`src/rtl/fifo_pkg.sv`:
```
// Shared definitions for the team fifo and its read-side engines.
package fifo_pkg;

  localparam int unsigned ST_W = 2;

  localparam logic [ST_W-1:0] ST_IDLE  = 2'd0;
  localparam logic [ST_W-1:0] ST_BURST = 2'd1;
  localparam logic [ST_W-1:0] ST_FLUSH = 2'd2;

  // Occupancy width for a fifo of the given DEPTH (usable capacity DEPTH-1).
  function automatic int unsigned level_width(input int unsigned depth);
    return (depth <= 2) ? 1 : $clog2(depth);
  endfunction

endpackage

```
`src/rtl/fifo_drain_skid2.sv`:
```
// Two-entry valid/ready output buffer; head word is presented, tail absorbs one extra pop.
module skid2 #(
  parameter int unsigned WIDTH = 8
) (
  input  logic             i_clk,
  input  logic             i_rst,
  input  logic             push,
  input  logic [WIDTH-1:0] push_data,
  output logic             room_c,
  output logic             valid,
  output logic [WIDTH-1:0] data,
  input  logic             ready
);

  logic [1:0]       occ;
  logic [1:0]       occ_nxt;
  logic [WIDTH-1:0] head;
  logic [WIDTH-1:0] head_nxt;
  logic [WIDTH-1:0] tail;
  logic [WIDTH-1:0] tail_nxt;
  logic             pop_c;

  assign pop_c  = (occ != 2'd0) && ready;
  assign room_c = (occ != 2'd2);
  assign data   = head;

  // Head is cleared whenever the buffer empties so data reads 0 with no word held.
  always_comb begin
    occ_nxt  = occ;
    head_nxt = head;
    tail_nxt = tail;
    case ({push, pop_c})
      2'b10: begin
        if (occ == 2'd0) begin
          head_nxt = push_data;
          occ_nxt  = 2'd1;
        end else begin
          tail_nxt = push_data;
          occ_nxt  = 2'd2;
        end
      end
      2'b01: begin
        if (occ == 2'd2) begin
          head_nxt = tail;
          occ_nxt  = 2'd1;
        end else begin
          head_nxt = '0;
          occ_nxt  = 2'd0;
        end
      end
      2'b11: begin
        if (occ == 2'd2) begin
          head_nxt = tail;
          tail_nxt = push_data;
        end else begin
          head_nxt = push_data;
        end
      end
      default: begin
      end
    endcase
  end

  always_ff @(posedge i_clk or posedge i_rst) begin
    if (i_rst) begin
      occ   <= 2'd0;
      head  <= '0;
      tail  <= '0;
      valid <= 1'b0;
    end else begin
      occ   <= occ_nxt;
      head  <= head_nxt;
      tail  <= tail_nxt;
      valid <= (occ_nxt != 2'd0);
    end
  end

endmodule

```
`src/rtl/fifo_drain.sv`:
```
// Read-side engine for an FWFT fifo: pops in bursts of BURST or drains fully on flush,
// forwarding words through a 2-entry buffer onto a valid/ready stream.
module fifo_drain
  import fifo_pkg::*;
#(
  parameter int unsigned WIDTH = 8,
  parameter int unsigned DEPTH = 16,
  parameter int unsigned BURST = 4
) (
  input  logic                                 i_clk,
  input  logic                                 i_rst,
  input  logic [WIDTH-1:0]                     i_fifo_data,
  input  logic [fifo_pkg::level_width(DEPTH)-1:0] i_fifo_level,
  input  logic                                 i_fifo_empty,
  output logic                                 o_fifo_read,
  input  logic                                 i_flush,
  output logic                                 o_valid,
  output logic [WIDTH-1:0]                     o_data,
  input  logic                                 i_ready,
  output logic                                 o_busy,
  output logic                                 o_flush_done
);

  localparam int unsigned LW = level_width(DEPTH);
  localparam int unsigned CW = $clog2(BURST + 1);

  localparam logic [LW-1:0] BURST_LVL  = LW'(BURST);
  localparam logic [CW-1:0] BURST_LAST = CW'(BURST - 1);

  logic [ST_W-1:0] state;
  logic [ST_W-1:0] state_nxt;
  logic [CW-1:0]   beat_cnt;
  logic [CW-1:0]   beat_cnt_nxt;
  logic            flush_pend;
  logic            flush_pend_nxt;
  logic            flush_clr;
  logic            flush_done_nxt;
  logic            busy_nxt;
  logic            room_c;
  logic            read_c;

  // Pop strobe decoded from registered state, gated by fifo and buffer availability.
  assign read_c      = (state != ST_IDLE) && !i_fifo_empty && room_c;
  assign o_fifo_read = read_c;

  always_comb begin
    state_nxt      = state;
    beat_cnt_nxt   = beat_cnt;
    flush_clr      = 1'b0;
    flush_done_nxt = 1'b0;
    case (state)
      ST_IDLE: begin
        if (flush_pend) begin
          if (!i_fifo_empty) begin
            state_nxt = ST_FLUSH;
          end else begin
            flush_clr      = 1'b1;
            flush_done_nxt = 1'b1;
          end
        end else if (i_fifo_level >= BURST_LVL) begin
          state_nxt    = ST_BURST;
          beat_cnt_nxt = '0;
        end
      end
      ST_BURST: begin
        if (read_c) begin
          if (beat_cnt == BURST_LAST) begin
            state_nxt    = ST_IDLE;
            beat_cnt_nxt = '0;
          end else begin
            beat_cnt_nxt = beat_cnt + CW'(1);
          end
        end
      end
      ST_FLUSH: begin
        if (i_fifo_empty) begin
          state_nxt      = ST_IDLE;
          flush_clr      = 1'b1;
          flush_done_nxt = 1'b1;
        end
      end
      default: begin
        state_nxt = ST_IDLE;
      end
    endcase
    // A new flush request wins over the clear from a completing one.
    flush_pend_nxt = i_flush | (flush_pend & ~flush_clr);
    busy_nxt       = (state_nxt != ST_IDLE);
  end

  always_ff @(posedge i_clk or posedge i_rst) begin
    if (i_rst) begin
      state        <= ST_IDLE;
      beat_cnt     <= '0;
      flush_pend   <= 1'b0;
      o_busy       <= 1'b0;
      o_flush_done <= 1'b0;
    end else begin
      state        <= state_nxt;
      beat_cnt     <= beat_cnt_nxt;
      flush_pend   <= flush_pend_nxt;
      o_busy       <= busy_nxt;
      o_flush_done <= flush_done_nxt;
    end
  end

  skid2 #(
    .WIDTH(WIDTH)
  ) u_skid (
    .i_clk    (i_clk),
    .i_rst    (i_rst),
    .push     (read_c),
    .push_data(i_fifo_data),
    .room_c   (room_c),
    .valid    (o_valid),
    .data     (o_data),
    .ready    (i_ready)
  );

endmodule
```
`config.mk`:
```
export PLATFORM = sky130hd
export DESIGN_NAME = fifo_drain
export DESIGN_NICKNAME = d
export VERILOG_FILES = /design/src/rtl/fifo_pkg.sv /design/src/rtl/fifo_drain_skid2.sv /design/src/rtl/fifo_drain.sv
export SDC_FILE = /design/constraint.sdc
export NUM_CORES = 1
export LEC_CHECK = 0
export ABC_AREA = 1
export BUFFER_PORTS_ARGS = -buffer_cell sky130_fd_sc_hd__buf_4
export CAP_MARGIN = 20
export CORE_ASPECT_RATIO = 1.2
export CORE_MARGIN = 8
export CORE_UTILIZATION = 30
export DETAILED_ROUTE_END_ITERATION = 10
export GPL_TIMING_DRIVEN = 0
export PLACE_DENSITY_LB_ADDON = 0.05
export REMOVE_ABC_BUFFERS = 1
export SETUP_SLACK_MARGIN = 0.05
export SLEW_MARGIN = 20
export SYNTH_ARGS = -nofsm -noshare
export SYNTH_HDL_FRONTEND = slang
export SYNTH_SLANG_ARGS = --single-unit
```
`constraint.sdc`:
```
create_clock -name i_clk -period 2.71 [get_ports i_clk]
set_input_delay 0 -clock i_clk [delete_from_list [all_inputs] [get_ports i_clk]]
set_output_delay 0 -clock i_clk [all_outputs]
set_load 0.02 [all_outputs]
```
==> flow_metrics.env <==
export IMPL_die_h_um=90.23
export IMPL_drive_gt1_share_pct=23.36
export IMPL_post_route_util_pct=39.93
export IMPL_dieArea_um2=7025
export IMPL_clockRootBuffer="clkbuf_8"
export IMPL_routedWlPerCell_um=11.43
export IMPL_vias=1185
export IMPL_grt_setup_unrepaired="no"
export IMPL_clock_tree_buffer_depth=2
export IMPL_critPathLaunch="u_skid.occ[1]$_DFF_PP0_"
export IMPL_cts_setup_buffers=0
export IMPL_rrSetupSlack_ns=0.93
export IMPL_mostFrequentLayoutCells="85 x nand2_1, 27 x dfrtp_1, 26 x buf_4"
export IMPL_peakVddDrop_uv=365.5
export IMPL_fin_crit_sh_pct=65.80
export IMPL_slew_violations=0
export IMPL_outcome="completed"
export IMPL_worstSetupStartpointType="flip-flop"
export IMPL_grt_pass1_wl_mm=5.706
export IMPL_hold_path_class="primary input to flip-flop"
export IMPL_critical_path_class="flip-flop to flip-flop"
export IMPL_io_pins=29
export IMPL_yosysTopAreaCellShare_pct=49.05
export IMPL_place_ws_ns=0.9189
export IMPL_clock_sinks=27
export IMPL_yosysWarnings=0
export IMPL_cp_top_family="simple AND/OR/NAND/NOR gates"
export IMPL_clock_fmax_mhz=560.8
export IMPL_ant_nets=0
export IMPL_end_kind="flip-flop"
export IMPL_synth_cell_type_count=17
export IMPL_synth_top_area_cell="dfrtp_1"
export IMPL_antenna_found_initial=0
export IMPL_synth_seq_cells=27
export IMPL_tns_ns=0
export IMPL_crit_chain="nand2_2 -> nand3_2 -> inv_1 -> ha_1 -> nor2_1 -> nor2_2 -> nand2_1 -> nand2_1 -> nand2_1 -> nand2_1"
export IMPL_grt_pass1_vias=1267
export IMPL_syn_inst=174
export IMPL_synth_seq_area_share_pct=49.05
export IMPL_cts_buffers=3
export IMPL_avgSynthCellArea_um2=7.917
export IMPL_gp_congestion=0.7269
export IMPL_required_ns=2.94
export IMPL_syn_area_um2=1378
export IMPL_finalSetupViolCount=0
export IMPL_dp_hpwl_mm=2.346
export IMPL_post_drt_via_cell_ratio=4.357
export IMPL_cts_tree="done"
export IMPL_cap_violations=0
export IMPL_slew_headroom_pct=61.38
export IMPL_synthTopCellsByArea="dfrtp_1 49%, nand2_1 23%, nand2_4 5.7%, nand3_1 5.1%, ha_1 3.6%"
export IMPL_routed_wl_mm=3.110
export IMPL_insertedDiodeCount=0
export IMPL_setup_ws_ns=0.9268
export IMPL_drt_iter0_drc=50
export IMPL_initial_core_util_pct=30.66
export IMPL_final_common_cell="nand2_1"
export IMPL_period_minus_slack_ns=1.783
export IMPL_first_pass_iters=4
export IMPL_h_tree_depth=1
export IMPL_cts_reportedPaths_clkPinSlew_ns=0.10
export IMPL_clock_latency_ns=0.28
export IMPL_ctsResizeCount=0
export IMPL_drc=0
export IMPL_crit_slowest_cell="dfrtp_1"
export IMPL_tightest_slew_ns=0.5785
export IMPL_die_w_um=77.86
export IMPL_clock_skew_ns=0.01121
export IMPL_area_growth_pct=30.25
export IMPL_coreArea_um2=4493
export IMPL_critPathMaxFanout=7
export IMPL_final_hold_violation_count=0
export IMPL_powerDensity_nw_per_um2=1049
export IMPL_fin_nets=236
export IMPL_rows=27
export IMPL_worstPathArrival_ns=2.01
export IMPL_grt_use_total_pct=9.910
export IMPL_cp_slowest_stage_delay_ns=0.43
export IMPL_grt_max_degree=28
export IMPL_crit_buf_inv=1
export IMPL_cpMostUsedCell="nand2_1"
export IMPL_timing_rr_start="u_skid.occ[1]$_DFF_PP0_"
export IMPL_p_leak_nw=0.9953
export IMPL_gr_total_overflow=0
export IMPL_io_buffers=26
export IMPL_worstHoldStart="i_fifo_empty"
[synthesized netlist by cell type]
| master | number |
|---|---|
| clkinv_4 | 1 |
| dfrtp_1 | 27 |
| ha_1 | 4 |
| inv_1 | 12 |
| inv_2 | 3 |
| nand2_1 | 85 |
| nand2_2 | 3 |
| nand2_4 | 7 |
| nand3_1 | 14 |
| nand3_2 | 2 |
| nand4_1 | 2 |
| nor2_1 | 7 |
| nor2_2 | 2 |
| nor3_1 | 1 |
| o21ai_0 | 2 |
| o21bai_1 | 1 |
| or2_2 | 1 |
[where the power goes]
group | total [W] | leakage (nW) | internal [W] | switching, W
logic | 0.000983 | 0.643 | 0.000354 | 0.000629
clock network | 0.000240 | 0.0217 | 0.000105 | 0.000135
registers | 0.000660 | 0.331 | 0.000573 | 0.0000875
[sequential cells by signal, summed over array words and instances (netlist names)]
signal and cells:
u_skid.tail 8, u_skid.occ 2, o_busy 1, state 2, u_skid.data 8, u_skid.valid 1
flush_pend 1, o_flush_done 1, beat_cnt 3
[worst register-to-register path: stages, from the launching register on]
cell	delay (ns)
dfrtp_1	0.43
nand2_2	0.16
nand3_2	0.13
inv_1	0.14
ha_1	0.25
nor2_1	0.08
nor2_2	0.29
nand2_1	0.09
nand2_1	0.08
nand2_1	0.05
nand2_1	0.05
[layout make-up]
type	instances	area, µm²
multi-input cells	131	636.9
well taps	58	72.57
repair buffers	36	295.3
clock inverters	1	7.507
clock buffers	3	41.29
fillers	469	2699
flip-flops and latches	27	675.6
inverters	16	65.06
[metal layers]
layer	GRT usage (%)	part of all wire (%)
met1	10.82	44
met2	16.96	49
met3	2.888	4.8
met4	4.732	2.0
met5	0	0
[metrics by stage]
step / std cells / total power, W / hold slack (ns) / area (µm²)
after floorplan: 174 / 0.001357 / 0.05272 / 1378
final: 272 / 0.001883 / 0.06206 / 1794
after global placement: 258 / 0.001637 / 0.1988 / 1645
after CTS: 271 / 0.001914 / 0.02054 / 1784
after detailed placement: 258 / 0.001655 / 0.2172 / 1645
after global routing: 272 / 0.002079 / 0.06976 / 1794
[kinds of logic after synthesis]
family	Yosys count	share of synthesized area [%]
AOI/OAI and AO/OA	3	1.272
buffers and inverters	16	4.723
DFF	27	49.05
and+or+nand+nor	124	41.33
adders and majority gates	4	3.633
[timing repair]
item | in CTS | in global routing
setup endpoints to repair | 0 | 0
hold buffers | 9 | 1
hold endpoints to repair | 9 | 27
[path summary, 6_finish.rpt]
| check | endpoint | depth (start not counted) |
|---|---|---|
| worst max-delay path | u_skid.data[7]$_DFFE_PP0P_ | 10 |
| worst min-delay path | state[1]$_DFF_PP0_ | 4 |
| worst max register to register | u_skid.data[7]$_DFFE_PP0P_ | 10 |
| worst min register to register | u_skid.tail[3]$_DFFE_PP0P_ | 2 |
| max in group asynchronous | flush_pend$_DFF_PP0_ | 3 |
| min in group asynchronous | u_skid.data[3]$_DFFE_PP0P_ | 3 |
No activity file was read; power rests on OpenSTA's default activity.
